==> config.mk <==
export PLATFORM = sky130hd
export DESIGN_NAME = dispense_controller
export DESIGN_NICKNAME = d
export VERILOG_FILES = /design/src/rtl/dispense_controller.sv
export SDC_FILE = /design/constraint.sdc
export NUM_CORES = 1
export LEC_CHECK = 0
export CAP_MARGIN = 40
export CORE_ASPECT_RATIO = 1.2
export CORE_MARGIN = 2
export CORE_UTILIZATION = 45
export DETAILED_ROUTE_END_ITERATION = 10
export GPL_ROUTABILITY_DRIVEN = 0
export SYNTH_ARGS = -nofsm -noshare
export SYNTH_HDL_FRONTEND = slang
export SYNTH_SLANG_ARGS = --single-unit
==> constraint.sdc <==
create_clock -name clk -period 22.1 [get_ports clk]
set_input_delay 4.42 -clock clk [delete_from_list [all_inputs] [get_ports clk]]
set_output_delay 4.42 -clock clk [all_outputs]
set_load 0.03 [all_outputs]
==> src/rtl/dispense_controller.sv <==
// Shared fluid dispenser controller: round-robin grant, stock check/debit,
// timed valve pour and tiered price/discount reporting.
module dispense_controller #(
  parameter int NREQ        = 4,
  parameter int POUR_CYCLES = 4,
  parameter int WATER_INIT  = 100,
  parameter int JUICE_INIT  = 80,
  parameter int CHEM_INIT   = 60,
  localparam int IDW        = $clog2(NREQ)
) (
  input  logic              clk,
  input  logic              reset,
  input  logic [NREQ-1:0]   req,
  input  logic [2*NREQ-1:0] req_fluid,
  input  logic [8*NREQ-1:0] req_volume,
  input  logic [8*NREQ-1:0] req_visits,
  input  logic              refill_valid,
  input  logic [1:0]        refill_fluid,
  input  logic [15:0]       refill_qty,
  output logic [NREQ-1:0]   gnt,
  output logic [2:0]        valve_open,
  output logic              busy,
  output logic              done,
  output logic [IDW-1:0]    done_id,
  output logic [1:0]        status,
  output logic [15:0]       original_price,
  output logic [7:0]        discount_percent,
  output logic [15:0]       final_price,
  output logic [15:0]       remaining_qty,
  output logic [1:0]        state_dbg
);

  typedef enum logic [1:0] {IDLE, CHECK, POUR, DONE} state_t;

  state_t         state;
  logic [IDW-1:0] last_served;
  logic [IDW-1:0] sel_id;
  logic [1:0]     sel_fluid;
  logic [7:0]     sel_volume;
  logic [7:0]     sel_visits;
  logic [7:0]     litres_left;
  logic [15:0]    cyc_cnt;
  logic [15:0]    stock [3];
  logic [15:0]    pend_orig;
  logic [15:0]    pend_final;
  logic [7:0]     pend_disc;

  assign state_dbg = state;

  // Round-robin pick: first set req bit after last_served, wrapping.
  logic           found;
  logic [IDW-1:0] pick;
  logic [IDW-1:0] idx;
  logic [1:0]     pick_fluid;
  logic [7:0]     pick_volume;
  logic [7:0]     pick_visits;

  always_comb begin
    found = 1'b0;
    pick  = '0;
    idx   = '0;
    for (int i = 0; i < NREQ; i++) begin
      idx = last_served + IDW'(i + 1);
      if (!found && req[idx]) begin
        found = 1'b1;
        pick  = idx;
      end
    end
    pick_fluid  = req_fluid[2*int'(pick) +: 2];
    pick_volume = req_volume[8*int'(pick) +: 8];
    pick_visits = req_visits[8*int'(pick) +: 8];
  end

  logic [15:0] sel_stock;
  logic [1:0]  chk_status;
  logic [15:0] price_calc;
  logic [15:0] base;
  logic [15:0] step;
  logic [7:0]  vm1;
  logic [7:0]  disc_calc;
  logic [23:0] prod;
  logic [23:0] cut;
  logic [15:0] final_calc;

  always_comb begin
    case (sel_fluid)
      2'd0:    begin sel_stock = stock[0]; base = 16'd20; step = 16'd10; end
      2'd1:    begin sel_stock = stock[1]; base = 16'd50; step = 16'd30; end
      default: begin sel_stock = stock[2]; base = 16'd40; step = 16'd20; end
    endcase
    if (sel_fluid == 2'd3)                 chk_status = 2'd2;
    else if (sel_volume == 8'd0)           chk_status = 2'd3;
    else if (sel_stock < {8'd0, sel_volume}) chk_status = 2'd1;
    else                                   chk_status = 2'd0;
    vm1        = sel_volume - 8'd1;
    price_calc = base + step * {8'd0, vm1};
    if (sel_visits <= 8'd2)      disc_calc = 8'd0;
    else if (sel_visits <= 8'd4) disc_calc = 8'd10;
    else                         disc_calc = 8'd20;
    prod       = {8'd0, price_calc} * {16'd0, disc_calc};
    cut        = prod / 24'd100;
    final_calc = price_calc - cut[15:0];
  end

  // Stock update: refill and pour debit may hit the same fluid together.
  logic        debit;
  logic [15:0] stock_next [3];
  logic [17:0] sum [3];
  logic [15:0] sel_stock_next;

  always_comb begin
    debit = (state == POUR) && (cyc_cnt == 16'(POUR_CYCLES - 1));
    for (int f = 0; f < 3; f++) begin
      sum[f] = {2'b00, stock[f]};
      if (refill_valid && refill_fluid == 2'(f)) sum[f] = sum[f] + {2'b00, refill_qty};
      if (debit && sel_fluid == 2'(f))           sum[f] = sum[f] - 18'd1;
      stock_next[f] = (sum[f] > 18'h0FFFF) ? 16'hFFFF : sum[f][15:0];
    end
    case (sel_fluid)
      2'd0:    sel_stock_next = stock_next[0];
      2'd1:    sel_stock_next = stock_next[1];
      2'd2:    sel_stock_next = stock_next[2];
      default: sel_stock_next = 16'd0;
    endcase
  end

  always_ff @(posedge clk or posedge reset) begin
    if (reset) begin
      state            <= IDLE;
      last_served      <= IDW'(NREQ - 1);
      sel_id           <= '0;
      sel_fluid        <= '0;
      sel_volume       <= '0;
      sel_visits       <= '0;
      litres_left      <= '0;
      cyc_cnt          <= '0;
      stock[0]         <= 16'(WATER_INIT);
      stock[1]         <= 16'(JUICE_INIT);
      stock[2]         <= 16'(CHEM_INIT);
      pend_orig        <= '0;
      pend_final       <= '0;
      pend_disc        <= '0;
      gnt              <= '0;
      valve_open       <= '0;
      busy             <= 1'b0;
      done             <= 1'b0;
      done_id          <= '0;
      status           <= '0;
      original_price   <= '0;
      discount_percent <= '0;
      final_price      <= '0;
      remaining_qty    <= '0;
    end else begin
      for (int f = 0; f < 3; f++) stock[f] <= stock_next[f];
      case (state)
        IDLE: begin
          if (found) begin
            sel_id     <= pick;
            sel_fluid  <= pick_fluid;
            sel_volume <= pick_volume;
            sel_visits <= pick_visits;
            gnt        <= {{(NREQ-1){1'b0}}, 1'b1} << pick;
            busy       <= 1'b1;
            state      <= CHECK;
          end
        end
        CHECK: begin
          if (chk_status == 2'd0) begin
            pend_orig   <= price_calc;
            pend_final  <= final_calc;
            pend_disc   <= disc_calc;
            litres_left <= sel_volume;
            cyc_cnt     <= '0;
            valve_open  <= 3'b001 << sel_fluid;
            state       <= POUR;
          end else begin
            done             <= 1'b1;
            done_id          <= sel_id;
            status           <= chk_status;
            original_price   <= '0;
            final_price      <= '0;
            discount_percent <= disc_calc;
            remaining_qty    <= sel_stock_next;
            state            <= DONE;
          end
        end
        POUR: begin
          if (debit) begin
            cyc_cnt     <= '0;
            litres_left <= litres_left - 8'd1;
            if (litres_left == 8'd1) begin
              valve_open       <= '0;
              done             <= 1'b1;
              done_id          <= sel_id;
              status           <= 2'd0;
              original_price   <= pend_orig;
              final_price      <= pend_final;
              discount_percent <= pend_disc;
              remaining_qty    <= sel_stock_next;
              state            <= DONE;
            end
          end else begin
            cyc_cnt <= cyc_cnt + 16'd1;
          end
        end
        DONE: begin
          done        <= 1'b0;
          gnt         <= '0;
          busy        <= 1'b0;
          last_served <= sel_id;
          state       <= IDLE;
        end
        default: state <= IDLE;
      endcase
    end
  end

endmodule

# Yosys cells after proc, flatten, opt, wreduce, memory -nomap -nowiden
# Index checks and enable logic that the tools add are counted.
[classes] n_addsub=14 mul=2 div=1 order_cmp=10 n_eq_ne=15 shift=5 n_mux=80 n_bitwise=0 n_reduce_logical=30
[ops] op="$mux W16" n=13
[ops] op="$pmux W16 S2" n=5
[ops] op="$shiftx A32 B6 Y8" n=2
[ops] op="$gt A18 B16 Y1 const B" n=3
[ops] op="$mux W18" n=3
[ops] op="$sub A18 B1 Y18 const B" n=3
[ops] op="$add A16 B16 Y17" n=3
[ops] op="$mux W17" n=3
[ops] op="$pmux W16 S3" n=1
[ops] op="$mux W8" n=5
[ops] op="$pmux W8 S2" n=2
[ops] op="$mux W2" n=15
[ops] op="$div A24 B7 Y24 const B" n=1
[ops] op="$mul A16 B8 Y24" n=1
[ops] op="$add A16 B1 Y16 const B" n=1
[ops] op="$add A16 B16 Y16" n=1
[ops] op="$eq A16 B2 Y1 const B" n=1
[ops] op="$lt A16 B8 Y1" n=1
[ops] op="$mul A16 B8 Y16" n=1
[ops] op="$sub A16 B16 Y16" n=1
[ops] op="$sub A8 B1 Y8 const B" n=2
[ops] op="$mux W1" n=14
[ops] op="$lt A2 B3 Y1 const B" n=4
[ops] op="$pmux W6 S2" n=1
[ops] op="other kinds (32)" n=70
[word_totals] reg_bits=205 latchBits=0 mem_bits_rw=0 rom_bits=0 input_bits=97 out_inout_bits=71 elab_cells=181 mem_count=0

# Logic depth before layout (Yosys ltp)
# Gate-level depths: netlist (run 1).
[logic_depth] ltp_word=16 depth_mapped=82 depth_no_buf=77

# Worst setup path before layout (run 1)
# Ideal clock, no wire load.
[synth_timing] path_type="register to register" startpoint="register sel_volume[0]" endpoint="register pend_final[14]" setup_time_ns=0.065 t_arrival_ns=16.531 required_time_ns=22.035 setup_slack_ns=5.504 stages_incl_launch_ff=79 n_path_buf=5 period_less_slack_ns=16.596 path_cell_list="dfrtp_1 clkbuf_1 inv_1 ha_1 xnor2_1 or2_2 fa_1 inv_1 fa_1 inv_1 fa_1 inv_1 ha_1 a21oi_1 nor2_1 nor2_1 o21bai_1 a21oi_1 [... 43 more ...] maj3_1 a21oi_2 mux2i_1 o21ai_0 fa_1 a21o_1 a21oi_1 o21bai_1 a21oi_1 o21bai_1 a21oi_1 o21bai_1 a21oi_1 o21bai_1 a21oi_1 nor2b_1 o21ai_0 a22o_1"
[synth_via] elab_chain_len=6 elab_cells_between_ends=13 classes_between="add/sub (3); mul (2); div (1); order compare (1); mux (3); reduce/logical (3)"
[synth_rtl] item="start, declared" line="39" source="logic [7:0] sel_volume;"
[synth_rtl] item="start signal, assigned" line="160" source="sel_volume <= pick_volume;"
[synth_rtl] item="$sub A8 B1 Y8 / $lt A16 B8 Y1 (equally long branches)" line="95, 93"
[synth_rtl] item="$mul A16 B8 Y16 / $mux W1 (equally long branches)" line="96, 93"
[synth_rtl] item="$add A16 B16 Y16 / $mux W2 (equally long branches)" line="96, 92"
[synth_rtl] item="$mul A16 B8 Y24 / $mux W2 (equally long branches)" line="100, 91"
[synth_rtl] item="$div A24 B7 Y24 / $logic_not A2 Y1 (equally long branches)" line="101, 168"
[synth_rtl] item="$sub A16 B16 Y16 / $reduce_and A2 Y1 (equally long branches)"
[synth_rtl] item="end signal, assigned" line="170" source="pend_final <= final_calc;"
[synth_rtl] item="end, declared" line="45" source="logic [15:0] pend_final;"
# Parallel ways exist; a longest one is shown, timed or not.
# A chain may end at the register's enable or synchronous reset.

# Final worst setup path (run 1)
# Ends and elaborated chain as after synthesis.

==> metrics.md, run 1 <==
| Metric | Value |
|---|---|
| Status | `finished clean` |
| Gate Count Post-Synth | `roughly 2100` |
| WL final | `50700 um` |
| Synth area leaders | `dfrtp_1 (24%), ha_1 (10%), xnor2_1 (4.6%), mux2i_1 (4.3%), fa_1 (4.2%)` |
| Total grt overflow | `0` |
| Mux contribution to synthesized area | `0.0614` |
| Synth area leader | `dfrtp_1` |
| Antenna-violating nets left | `0` |
| Final Hold Fails | `0` |
| Skew-Pair Late Insertion Delay | `between 0.4 and 0.5 ns` |
| RSZ-0062 raised after global routing | `no` |
| CTS sink count | `between 150 and 200` |
| Compound-cell area share of the yosys netlist | `0.250` |
| Cell area after layout | `21000 sq um` |
| #FFs+latches synth | `between 150 and 200` |
| Die height | `225 um` |
| Worst-margin pin slew | `0.908 ns` |
| Die ar. | `42300 sq um` |
| Clock root cell | `clkbuf_16` |
| Worst setup EP type | `flip-flop` |
| Post-synth top area share | `0.240` |
| Antenna fix cells | `0` |
| Port Buffer Count | `160` |
| Core Area | `approximately 40000 sq um` |
| Initial antenna violation count | `0` |
| H-tree depth | `4` |
| Most frequent cell after synthesis | `nand2_1` |
| WP data arrival | `around 19 ns` |
| Async S/R FF share, synth | `1.00` |
| Iteration-0 DRC Markers | `between 700 and 800` |
| Fin cells | `approximately 2800` |
| Adder-Cell Fraction of Synth Area | `0.143` |
| Dpl hpwl | `40300 um` |
| Synth Area in XOR/XNOR | `0.0701` |
| I/O pin count | `168` |
| Vias in the first global route | `around 16000` |
| Most frequent cells after synthesis | `nand2_1 (184), dfrtp_1 (176), nor2_1 (147)` |
| Placed Cells | `2753` |
| # setup viols final | `0` |
| Post-CTS Setup Bufs | `0` |
| Row count | `80` |
| Setup TNS | `0 ns` |
| Hold Buf Count CTS | `0` |
| Drt first pass iters | `5` |
| Worst hold path type | `reg -> reg` |
| Max-Cap Viols | `0` |
| Total number of vias | `16069` |
| Buf/Inv on CP | `5` |
| WP data required | `about 23 ns` |
| Slew Limit Fails | `0` |
| Crit-path most repeated cell | `a21oi_1` |
| CTS clk-pin slew, worst paths | `0.08 ns` |
| Synth Area in Simple Gates | `0.165` |
| TritonCTS buffer count | `17` |
| Hold WS | `between 0.4 and 0.5 ns` |
| Nets | `roughly 2500` |
| Avg Inst Size Synth | `approximately 8.6 sq um` |
| Tmin final | `around 19 ns` |
| CTS max path bufs | `2` |
| Post-synth top flop | `dfrtp_1` |
| Post-cts sizing count | `0` |
| DRC | `0` |
| Main combinational cell family by area after synthesis | `compound AO/OA/AOI/OAI gates` |
| P&R area growth vs syn | `14.7%` |
| First-pass GRT wire length | `83500 um` |
| Synthesized area | `18300 sq um` |
| DR WL/cell | `approximately 18 um` |
| Synth cell types | `between 100 and 150` |
| Critical Path Max Stage Delay | `approximately 0.56 ns` |
| Vias per cell | `5.77` |
| Die width | `approximately 190 um` |
| YS warnings | `0` |
| Seq/Total Area, Yosys | `0.256` |
| Peak Freq | `roughly 54 MHz` |
| CP delay by family, top | `compound AO/OA/AOI/OAI gates` |
| Number of synthesized flops with an enable pin | `0` |
| Slew HR | `0.395` |
| Placed Area | `about 20000 sq um` |
| Fin crit share | `0.841` |
| Startpoint Class | `flip-flop` |
| TritonCTS clock tree | `yes` |
| GRT Util Overall | `0.244` |
| Pin count of the biggest net entering global routing | `between 100 and 150` |
| Max Fanout on Critical Path | `12` |
| Starting density of the core | `0.459` |
| Critical-path top delay cell | `a221oi_1` |
| Setup CP Type | `reg -> reg` |
| Final Skew | `between 0.015 and 0.02 ns` |
| Layout cells sized above 1 | `0.0782` |
## worst register-to-register path: cells and delay by family, from the launching register on
family / cells / cell delay (ns)
compound gates: 38 / 8.84
xor+xnor: 2 / 0.58
fa+ha+maj: 11 / 4.48
buf+inv: 5 / 0.47
flops: 1 / 0.54
mux: 1 / 0.42
simple gates: 14 / 3.17
## flip-flops by register name, summed over array words and instances, names as in the netlist, 13 cells and up
name / count
cyc_cnt: 16
final_price: 16
original_price: 13
pend_final: 16
pend_orig: 13
remaining_qty: 16
stock: 48
## worst paths after layout
kind	startpoint	to	slack, ns	depth (start not counted)
max	sel_volume[0]	pend_final[14]	3.52	71
max in group asynchronous	reset	stock[15]	16.52	4
min in group asynchronous	reset	remaining_qty[11]	4.43	2
min reg2reg	sel_visits[6]	sel_visits[6]	0.48	1
min	sel_visits[6]	sel_visits[6]	0.48	1
max reg2reg	sel_volume[0]	pend_final[14]	3.52	71
## layer usage
metal  vias up  routed length, um  global-route usage
li1       7854                  -                   -
met1      7856              21700               0.292
met2       280              26400               0.453
met3        79               1110              0.0209
met4         0               1500              0.0871
met5         -                  0                   0
## layout make-up
class / instances / area [sq um]
Inverter: 144 / 548
Sequential cell: 187 / 4690
Fill cell: 3716 / 18900
Clock inverter: 15 / 179
Tap cell: 533 / 667
Timing Repair Buffer: 184 / 1820
Clock buffer: 17 / 425
Multi-Input combinational cell: 1705 / 12700
## metrics by stage
step,setup slack [ns],utilization
finish,3.52,0.526
global route,1.76,0.526
CTS,3.67,0.526
detailed placement,3.69,0.511
global placement,4.16,0.509
floorplan,5.50,-
## cells in the final DEF, fill, tap and decap left out, types with 11 or more instances in the layout
master and instances:
a21o_1 58, a211oi_1 52, mux2_2 28, a31oi_1 14
a21oi_1 137, mux2i_1 78, nand3_1 45, o21ai_0 100
nand2b_1 31, clkdlybuf4s50_1 160, nand2_1 183, or2_2 20
nor2_1 147, o21bai_1 37, o22ai_1 12, nand4_1 19
and2_1 17, fa_1 38, buf_4 19, xnor2_1 97
ha_1 146, o211ai_1 24, nor4_1 11, and3_1 32
clkbuf_16 17, dfrtp_1 175, o2bb2ai_1 13, nor2b_1 33
inv_1 140, a22o_1 33, o21a_1 17, xor2_1 44
dfstp_2 11, nor3_1 38
## logic make-up after synthesis
group,count (synthesis)
other cells,2
buf+inv,243
fa+ha+maj,187
mux,108
simple gates,619
xor+xnor,144
compound gates,639
flops,187
Power of run 1 is not shown: default switching activity piles up to over one toggle a cycle in this logic, so the estimate is an artifact.
==> run 2: changes to the inputs <==
clock period = 18.1 ns   (was 22.1 ns; I/O delays follow)
==> run 2 against run 1 <==
Effect of this change:
- first-iteration DRC count grew 13%
- final area grew 2.1%
- non-clock buffer count grew 24
- sequential share of layout area shrank 0.46 points
- cell count grew 0.90%
- fmax grew 8.5%
- wire length grew 1.7%
- via count grew 1.1%
==> metrics.md, run 2 (synthesis results as in run 1) <==
| Metric | Value |
|---|---|
| Initial antenna violation count | `0` |
| TritonCTS clock tree | `yes` |
| P&R area growth vs syn | `17.2%` |
| Critical Path Max Stage Delay | `0.53 ns` |
| Worst hold path type | `reg -> reg` |
| RR Endpoint | `pend_final[14]` |
| Worst reg-to-reg path cell count | `70` |
| Max FFs per register | `48` |
| Hold Path Origin | `sel_visits[5]` |
| TritonCTS buffer count | `17` |
| Die ar. | `between 40000 and 50000 sq um` |
| Tmin final | `~17 ns` |
| Pin count of the biggest net entering global routing | `101` |
| Antenna-violating nets left | `0` |
| DR WL/cell | `about 18 um` |
| Total number of vias | `roughly 16000` |
| WL final | `between 50000 and 60000 um` |
| Worst-margin pin slew | `1.03 ns` |
| Antenna fix cells | `0` |
| Fin crit share | `0.946` |
| Dpl hpwl | `between 40000 and 50000 um` |
| Endpoint, Worst Hold | `sel_visits[5]` |
| Die height | `around 230 um` |
| Skew-Pair Late Insertion Delay | `0.47 ns` |
| Startpoint Class | `flip-flop` |
| Starting density of the core | `0.459` |
| Critical-path top delay cell | `fa_1` |
| Max Fanout on Critical Path | `10` |
| Worst setup EP type | `flip-flop` |
| Port Buffer Count | `160` |
| Iteration-0 DRC Markers | `between 800 and 900` |
| Drt first pass iters | `7` |
| CTS sink count | `approximately 190` |
| Worst r2r src | `sel_volume[0]` |
| Cell area after layout | `around 21000 sq um` |
| CTS clk-pin slew, worst paths | `about 0.080 ns` |
| Setup slack, reg-to-reg | `0.98 ns` |
| Top reg by flops | `stock` |
| Core Area | `roughly 40000 sq um` |
| I/O pin count | `168` |
| Die width | `between 150 and 200 um` |
| Clock root cell | `clkbuf_16` |
| Status | `finished clean` |
| Slew HR | `0.311` |
| Layout cells sized above 1 | `0.109` |
| Vias per cell | `about 5.8` |
| Slew Limit Fails | `0` |
| Register area | `4700 sq um` |
| WP data required | `approximately 19 ns` |
| Multi-input combinational cell area | `between 10000 and 15000 sq um` |
| H-tree depth | `4` |
| Most common cell after layout, fill and taps aside | `nand2_1` |
| Row count | `80` |
| Fill cells | `3684` |
| # setup viols final | `0` |
| Nets | `approximately 2500` |
| Setup CP Type | `reg -> reg` |
| First-pass GRT wire length | `approximately 83000 um` |
| Hold path cells | `1` |
| Peak Freq | `just under 60 MHz` |
| Placed Area | `a little over 20000 sq um` |
| GRT Util Overall | `0.244` |
| Most frequent cells in the layout | `nand2_1 (182), dfrtp_1 (173), clkdlybuf4s50_1 (160)` |
| Max-Cap Viols | `0` |
| Total grt overflow | `0` |
| Hold Buf Count CTS | `0` |
| WP data arrival | `between 15 and 20 ns` |
| Final Hold Fails | `0` |
| DRC | `0` |
| Final Skew | `~0.015 ns` |
| CTS max path bufs | `2` |
| Vias in the first global route | `roughly 16000` |
run 2: per-layer routing:
metal	vias to the layer above	global-route usage	wire, um
met4	0	0.105	1980
met1	7867	0.291	21800
met2	331	0.446	26500
met3	115	0.0232	1320
li1	7928	-	-
met5	-	0	0
run 2: how the worst max path moves through the flow:
stage	startpoint	to	cells after the start
3_5_place_dp	sel_volume[0]	pend_final[14]	72
2_1_floorplan	sel_volume[0]	pend_final[14]	78
3_3_place_gp	sel_volume[0]	pend_final[14]	72
4_1_cts	sel_volume[0]	pend_final[14]	72
5_1_grt	sel_volume[0]	pend_final[14]	72
6_report	sel_volume[0]	pend_final[14]	70
run 2: repair_timing:
item                                    in CTS  in global routing
gates resized for setup                      0                 66
setup buffers                                0                 14
endpoints found under the hold margin        0                  0
endpoints found under the setup margin       0                 11
run 2: through the flow:
stage,hold WS [ns],std cells,utilization,setup TNS (ns),setup slack (ns)
2_1_floorplan,0.441,2135,-,0,1.50
3_3_place_gp,0.457,2758,0.511,0,0.512
3_5_place_dp,0.459,2763,0.513,0,0.122
4_1_cts,0.480,2795,0.527,0,0.0983
5_1_grt,0.501,2810,0.538,-0.182,-0.108
6_report,0.477,2810,0.538,0,0.980
run 2: area by class of cell:
type / instances / share of cell area
inverters: 144 / 0.0255
multi-input cells: 1706 / 0.606
well taps: 533 / 0.0311
repair buffers: 208 / 0.0928
clock buffers: 19 / 0.0206
clock inverters: 13 / 0.00559
flip-flops and latches: 187 / 0.219
run 2: worst max-delay path: cells and delay by family (launching register included):
family          cells  cell delay, ns
compound gates     36            7.82
xor+xnor            4            0.80
fa+ha+maj          12            4.76
buf+inv             7            0.67
flops               1            0.43
mux                 2            0.55
simple gates        9            2.01
Power of run 2 is left out for the same reason.
==> RTL edit (config.mk and constraints of run 2) <==
Put one more register stage on the output `state_dbg`, with the module's reset. The value now appears one clock later. The other outputs are not delayed to match.
--- a/src/rtl/dispense_controller.sv
+++ b/src/rtl/dispense_controller.sv
@@ -47,3 +47,9 @@
 
-  assign state_dbg = state;
+  always_ff @(posedge clk or posedge reset) begin
+    if (reset) begin
+      state_dbg <= '0;
+    end else begin
+      state_dbg <= state;
+    end
+  end
 
Function: changed (a bounded check fails within 4 cycles, from zero or initial values and one cycle with reset high).
==> RTL edit against run 2 <==
Worst hold slack improved by 3.3 ps; area after synthesis about the same; clock skew decreased by 1.8 ps; design area decreased by 1.6%; routed wire length increased by 3.0%; count of clock-buffer cells in the layout increased by 1; sequential cell count increased by 2; setup slack improved by 240 ps; non-clock buffer count decreased by 22; critical path type unchanged; largest cell class unchanged.
Power is not shown: default switching activity piles up to over one toggle a cycle in this logic, so the estimate is an artifact.
==> RTL edit: results (changes against run 2) <==
- Run status: finished, final reports clean (unchanged)
- Area after detailed placement: 0.0205 mm^2 (about the same)
- Number of global-route vias before repair: 16455 (was 16343)
- Per-instance average area after synthesis: 8.11 um^2 (was 8.61 um^2)
- Highest achievable clock rate: 59.2 MHz (was 58.4 MHz)
- Number of design-rule violations left by the first detailed-router iteration: 935 (was 859)
- WL final: 53200 um (was 51600 um)
- Count of distinct cell types in the synthesized netlist: 110 (was 113)
- HPWL after detailed placement: 42300 um (was 40300 um)
- FF-to-FF path depth: 71 (was 70)
- Register-to-register setup slack: 1220 ps (was 980 ps)
- Hold-critical path endpoint: state_dbg[1] (was sel_visits[5])
- Clock Skews: 13.3 ps (was 15.1 ps)
- Top post-synthesis cells by count: 251 x sky130_fd_sc_hd__nand2_1, 235 x sky130_fd_sc_hd__nor2_1, 178 x sky130_fd_sc_hd__dfrtp_1 (was 184 x sky130_fd_sc_hd__nand2_1, 176 x sky130_fd_sc_hd__dfrtp_1, 147 x sky130_fd_sc_hd__nor2_1)
- Setup slack after placement: 641 ps (was 122 ps)
- Endpoint arrival time on the critical path: 17280 ps (was 17540 ps)
- Detailed-route via count: 16526 (was 16241)
- Fraction of final layout cells sized beyond drive strength 1: 0.0811 (was 0.109)
- Final #Nets: 2647 (was 2545)
- Vias/cell: 5.68 (was 5.78)
- Top cells by area in the synthesized netlist: sky130_fd_sc_hd__dfrtp_1 24%, sky130_fd_sc_hd__ha_1 10%, sky130_fd_sc_hd__nand2_1 5.1% (was sky130_fd_sc_hd__dfrtp_1 24%, sky130_fd_sc_hd__ha_1 10%, sky130_fd_sc_hd__xnor2_1 4.6%)
- Startpoint of the tightest hold check path: state[1] (was sel_visits[5])
- Sequential area share after synthesis: 0.259 (was 0.256)
- Global-route wire length before repair: 85900 um (was 83100 um)
- Hold Path Depth: 0 (was 1)
- Placed insts: 2879 (was 2763)
- Initial DRT Pass Iterations: 5 (was 7)
- Final worst hold slack: 480 ps (was 477 ps)
- Worst-case headroom to the max-slew limit: 0.429 (was 0.311)
-- RTL edit: kinds of logic after synthesis --
family	count (synthesis)	synth area share
multiplexers	68	0.0410
flip-flops	189	0.259
other	2	0.000410
XOR/XNOR	148	0.0716
adder cells (fa/ha/maj)	186	0.142
AND/OR/NAND/NOR	772	0.194
buffers and inverters	261	0.0572
AO/OA/AOI/OAI	631	0.234
-- RTL edit: per-layer routing --
layer,vias up,GRT usage,part of all wire
met5,-,0,0
met4,0,0.149,0.063
met3,134,0.0234,0.023
met2,340,0.466,0.51
met1,7895,0.287,0.40
li1,8157,-,-
-- RTL edit: repair_timing --
| action | in CTS | in global routing |
|---|---|---|
| resized for setup | 0 | 31 |
| buffers inserted | 0 | 1 |
| endpoints found under the setup margin | 0 | 4 |
-- RTL edit: cell type report --
cell class                 instances  area [um^2]
clock buffer                      20          437
clock inverter                    12          103
fill                            3812        18800
inverter                         159          607
multi-input combinational       1813        12700
sequential                       189         4750
tap                              533          667
timing repair buffer             186         1880
